File: config.mk
export PLATFORM = sky130hd
export DESIGN_NAME = alu_result_bcd
export DESIGN_NICKNAME = d
export VERILOG_FILES = /design/src/rtl/alu_result_bcd.sv
export SDC_FILE = /design/constraint.sdc
export NUM_CORES = 1
export LEC_CHECK = 0
export BUFFER_PORTS_ARGS = -buffer_cell sky130_fd_sc_hd__buf_2
export CAP_MARGIN = 20
export CORE_ASPECT_RATIO = 1.5
export CORE_MARGIN = 2
export CORE_UTILIZATION = 60
export DETAILED_ROUTE_END_ITERATION = 16
export GPL_ROUTABILITY_DRIVEN = 0
export PLACE_DENSITY_LB_ADDON = 0.15
export SETUP_SLACK_MARGIN = 0.3
export SLEW_MARGIN = 15
export SYNTH_ARGS = -nofsm -noshare
export SYNTH_HDL_FRONTEND = slang
export SYNTH_SLANG_ARGS = --single-unit
File: constraint.sdc
create_clock -name clk -period 3.72 [get_ports clk]
set_clock_uncertainty 0.1 [all_clocks]
set_input_delay 0.558 -clock clk [delete_from_list [all_inputs] [get_ports clk]]
set_output_delay 0.558 -clock clk [all_outputs]
set_load 0.05 [all_outputs]
File: src/rtl/alu_result_bcd.sv
// ALU result to signed BCD converter (double-dabble, one bit per cycle).
// Feeds three BCD digits plus a sign flag to the seven-segment driver.
module alu_result_bcd (
    input  logic       clk,
    input  logic       rst,
    input  logic       start,
    input  logic [7:0] sum,
    input  logic       c_8,
    input  logic       alb,
    input  logic       add_sub,
    output logic       busy,
    output logic       done,
    output logic       neg,
    output logic [3:0] hundreds,
    output logic [3:0] tens,
    output logic [3:0] ones
);

    typedef enum logic [1:0] {
        IDLE = 2'd0,
        CONV = 2'd1
    } state_t;

    state_t      r_state;
    logic [8:0]  r_shift;
    logic [11:0] r_scratch;
    logic [3:0]  r_count;
    logic        r_sign;
    logic        r_busy;
    logic        r_done;
    logic        r_neg;
    logic [3:0]  r_hundreds;
    logic [3:0]  r_tens;
    logic [3:0]  r_ones;

    logic [7:0]  w_neg_sum;
    logic [8:0]  w_mag;
    logic        w_sign;
    logic [11:0] w_adj;
    logic [11:0] w_scr_next;
    logic [8:0]  w_shift_next;

    assign w_neg_sum = ~sum + 8'd1;

    // Signed magnitude of the ALU result; a zero magnitude is always positive.
    always_comb begin
        w_mag  = {c_8, sum};
        w_sign = 1'b0;
        if (add_sub) begin
            if (alb) begin
                w_mag  = {1'b0, w_neg_sum};
                w_sign = 1'b1;
            end else begin
                w_mag  = {1'b0, sum};
            end
        end
        if (w_mag == 9'd0) begin
            w_sign = 1'b0;
        end
    end

    // Add-3 correction on every scratch nibble that is 5 or more.
    always_comb begin
        w_adj = r_scratch;
        for (int i = 0; i < 3; i++) begin
            if (r_scratch[i*4 +: 4] >= 4'd5) begin
                w_adj[i*4 +: 4] = r_scratch[i*4 +: 4] + 4'd3;
            end
        end
        w_scr_next   = {w_adj[10:0], r_shift[8]};
        w_shift_next = {r_shift[7:0], 1'b0};
    end

    // Conversion FSM with registered status and digit outputs.
    always_ff @(posedge clk or posedge rst) begin
        if (rst) begin
            r_state    <= IDLE;
            r_shift    <= 9'd0;
            r_scratch  <= 12'd0;
            r_count    <= 4'd0;
            r_sign     <= 1'b0;
            r_busy     <= 1'b0;
            r_done     <= 1'b0;
            r_neg      <= 1'b0;
            r_hundreds <= 4'd0;
            r_tens     <= 4'd0;
            r_ones     <= 4'd0;
        end else begin
            r_done <= 1'b0;
            case (r_state)
                IDLE: begin
                    if (start) begin
                        r_shift   <= w_mag;
                        r_scratch <= 12'd0;
                        r_count   <= 4'd0;
                        r_sign    <= w_sign;
                        r_busy    <= 1'b1;
                        r_state   <= CONV;
                    end
                end
                CONV: begin
                    r_scratch <= w_scr_next;
                    r_shift   <= w_shift_next;
                    r_count   <= r_count + 4'd1;
                    if (r_count == 4'd8) begin
                        r_hundreds <= w_scr_next[11:8];
                        r_tens     <= w_scr_next[7:4];
                        r_ones     <= w_scr_next[3:0];
                        r_neg      <= r_sign;
                        r_done     <= 1'b1;
                        r_busy     <= 1'b0;
                        r_state    <= IDLE;
                    end
                end
                default: begin
                    r_busy  <= 1'b0;
                    r_state <= IDLE;
                end
            endcase
        end
    end

    assign busy     = r_busy;
    assign done     = r_done;
    assign neg      = r_neg;
    assign hundreds = r_hundreds;
    assign tens     = r_tens;
    assign ones     = r_ones;

endmodule

==> metrics.yaml <==
status: "finished, final reports clean"
post_cts_buffers: 0
drv_slew: 0
tightestPinTransition_ps: 718.2
die_w_um: 53.50
p_comb_share_pct: 48.6
synth_top_flop_cell: "dfrtp_1"
htreeDepth: 2
synth_common_cells: "dfrtp_1 (41), nand2_1 (26), o21ai_0 (17), mux2i_1 (14)"
period_minus_slack_ps: 2308
remaining_drc_errors: 0
worstPathMaxFanout: 32
drt_iter0_drc: 20
hp-class: "in -> async"
die_h_um: 78.24
rsz0062_at_grt: "false"
switching_power_w: 0.0009586
routed_wl_um: 4141
reg2reg_depth: 3
fmax_mhz: 433.2
hpwl_um: 2955
synthCells: 223
wl_per_cell_um: 13.99
syn_area_per_cell_um2: 9.886
clk_pin_slew_ps: 80
io_pins: 29
insertion_delay_ps: 290
place_inst: 288
fillerInstances: 298
place_ws_ps: 1410
cp-endpoint: "busy"
antenna_found_initial: 0
cts_tree: "done"
syn_to_final_growth_pct: 12.83
core_mm2: 0.003581
power.density_mw_per_mm2: 868.3
grt_pass1_vias: 1583
r2r_setup_slack_ps: 1470
grt_pass1_wl_um: 7134
timing.final.crit_share_pct: 62.05
fin_nets: 275
leakage_nw: 1.255
synthArstFlopShare_pct: 100.0
cts.sinks: 41
relSlewSlack_pct: 51.86
grt_max_degree: 42
start_util_pct: 61.57
synth-seq-cells: 41
setup_viol: 0
numCtsBuffers: 5
final_antenna_net_count: 0
r2r_end: "hundreds[2]$_DFFE_PP0P_"
dieArea_mm2: 0.004185
synth.most_common_cell: "dfrtp_1"
arrival_ps: 1650
io_buffer_count: 28
fin_ws_ps: 1412
cts_root_buffer: "clkbuf_8"
p_int_w: 0.001201
syn_area_mm2: 0.002205
synth.area.top_cells: "dfrtp_1 (47%), mux2i_1 (6.4%), ha_1 (5.1%)"
cap_violations: 0
rows: 27
ys_warn_count: 0
finalHoldViolCount: 0
avgViaCountPerCell: 5.601
setup_tns_ps: 0
yosysUniqueCellTypes: 43
startpoint_type: "register"
globalRouteTotalUtil_pct: 23.05
fin_cells: 296
synth_top_area_share_pct: 46.54
finalPower_w: 0.002160
seq_area_frac_synth_pct: 46.54
grt.overflow.total: 0
diodes: 0
rr_startpoint: "busy$_DFFE_PP0P_"
synth_largest_area_cell: "dfrtp_1"
vias: 1658
clockBufferDepth: 2
netSwitchingFraction_pct: 44.39
seqPwrFrac_pct: 36.9
synthesis.nets: 246
peakVddDrop_mv: 0.4882
cts_hold_buf: 0
crit_start: "busy$_DFFE_PP0P_"
crit_required_ps: 3060
drive_gt1_share_pct: 17.39
cts_resized: 0
crit_type: "reg -> out"
drt_pre_antenna_iters: 4
power_frac_clock_pct: 14.5
synth_edf_count: 0
crit_path_end_kind: "output port"
-- final cells by class --
class | instances | area [µm²] | share of cell area (%)
tap | 43 | 53.80 | 2.163
sequential | 41 | 1026 | 41.25
timing repair buffer | 31 | 162.7 | 6.539
multi-input combinational | 160 | 1095 | 44.01
inverter | 13 | 48.80 | 1.962
clock inverter | 1 | 5.005 | 0.2012
clock buffer | 7 | 96.34 | 3.873
-- per-stage QoR --
stage | utilization [%] | instance area [µm²] | hold WS [ps]
after floorplan | - | 2205 | 338.6
after global placement | 66.63 | 2386 | 356.1
after detailed placement | 66.63 | 2386 | 357.5
after CTS | 69.46 | 2487 | 291.8
after global routing | 69.46 | 2487 | 326.3
final | 69.46 | 2487 | 278.1
-- cell usage in the layout (no fill, tap or decap), drive strengths merged, types with 2 or more instances in the layout --
cell type | Yosys | layout
o21ai | 19 | 19
a21boi | 3 | 3
and2 | 2 | 2
a311oi | 2 | 2
nand2 | 26 | 26
a211o | 2 | 2
xnor2 | 7 | 7
a31oi | 3 | 3
and2b | 2 | 2
dfrtp | 41 | 41
ha | 9 | 9
clkbuf | 6 | 7
mux2 | 3 | 3
buf | 3 | 31
nor3 | 3 | 3
a21o | 7 | 7
nor3b | 10 | 10
clkinv | 1 | 2
inv | 12 | 12
mux2i | 14 | 14
nor2 | 7 | 7
o31ai | 2 | 2
nand3 | 3 | 3
nand2b | 12 | 12
a21oi | 9 | 9
-- worst max-delay path, stage by stage, from the launching register on --
cell and delay, ps:
dfrtp_1 620, buf_4 410, buf_2 330
-- cell families (layout without fill, tap and decap cells) --
logic type | count (synthesis) | after routing | share of synthesized area [%]
and+or+nand+nor | 72 | 72 | 17.82
AOI/OAI and AO/OA | 54 | 54 | 15.66
buffers and inverters | 22 | 52 | 3.802
muxes | 17 | 17 | 7.888
xor gates and xnor gates | 8 | 8 | 3.178
adders and majority gates | 9 | 9 | 5.108
DFF | 41 | 41 | 46.54
-- state kept, by name, indices dropped and copies added (netlist names), 4 cells and up --
name,flops
hundreds,4
ones,4
r_count,4
r_scratch,12
r_shift,9
tens,4
-- routing by layer --
layer	vias up	share of wire [%]	GRT usage [%]
li1	831	-	-
met1	794	41	26.45
met2	28	56	41.36
met3	5	2.9	5.133
met4	0	0.85	6.154
met5	-	0	0
-- power by group through the flow --
stage          logic [W]  clock network (W)  registers, W
3_5_place_dp     0.00105                  0      0.000805
2_1_floorplan   0.000626                  0      0.000995
3_3_place_gp     0.00103                  0      0.000798
6_report         0.00105           0.000313      0.000797
5_1_grt          0.00118           0.000343      0.000825
4_1_cts          0.00106           0.000323      0.000798
-- worst min path at each step --
stage	from	to	depth (start not counted)
2_1_floorplan	r_sign$_DFFE_PP0P_	neg$_DFFE_PP0P_	2
3_3_place_gp	tens[0]$_DFFE_PP0P_	tens[0]$_DFFE_PP0P_	2
3_5_place_dp	ones[0]$_DFFE_PP0P_	ones[0]$_DFFE_PP0P_	2
4_1_cts	rst	hundreds[3]$_DFFE_PP0P_	3
5_1_grt	rst	hundreds[3]$_DFFE_PP0P_	3
6_report	rst	r_scratch[10]$_DFFE_PP0P_	3
No activity file was read; power rests on OpenSTA's default activity.
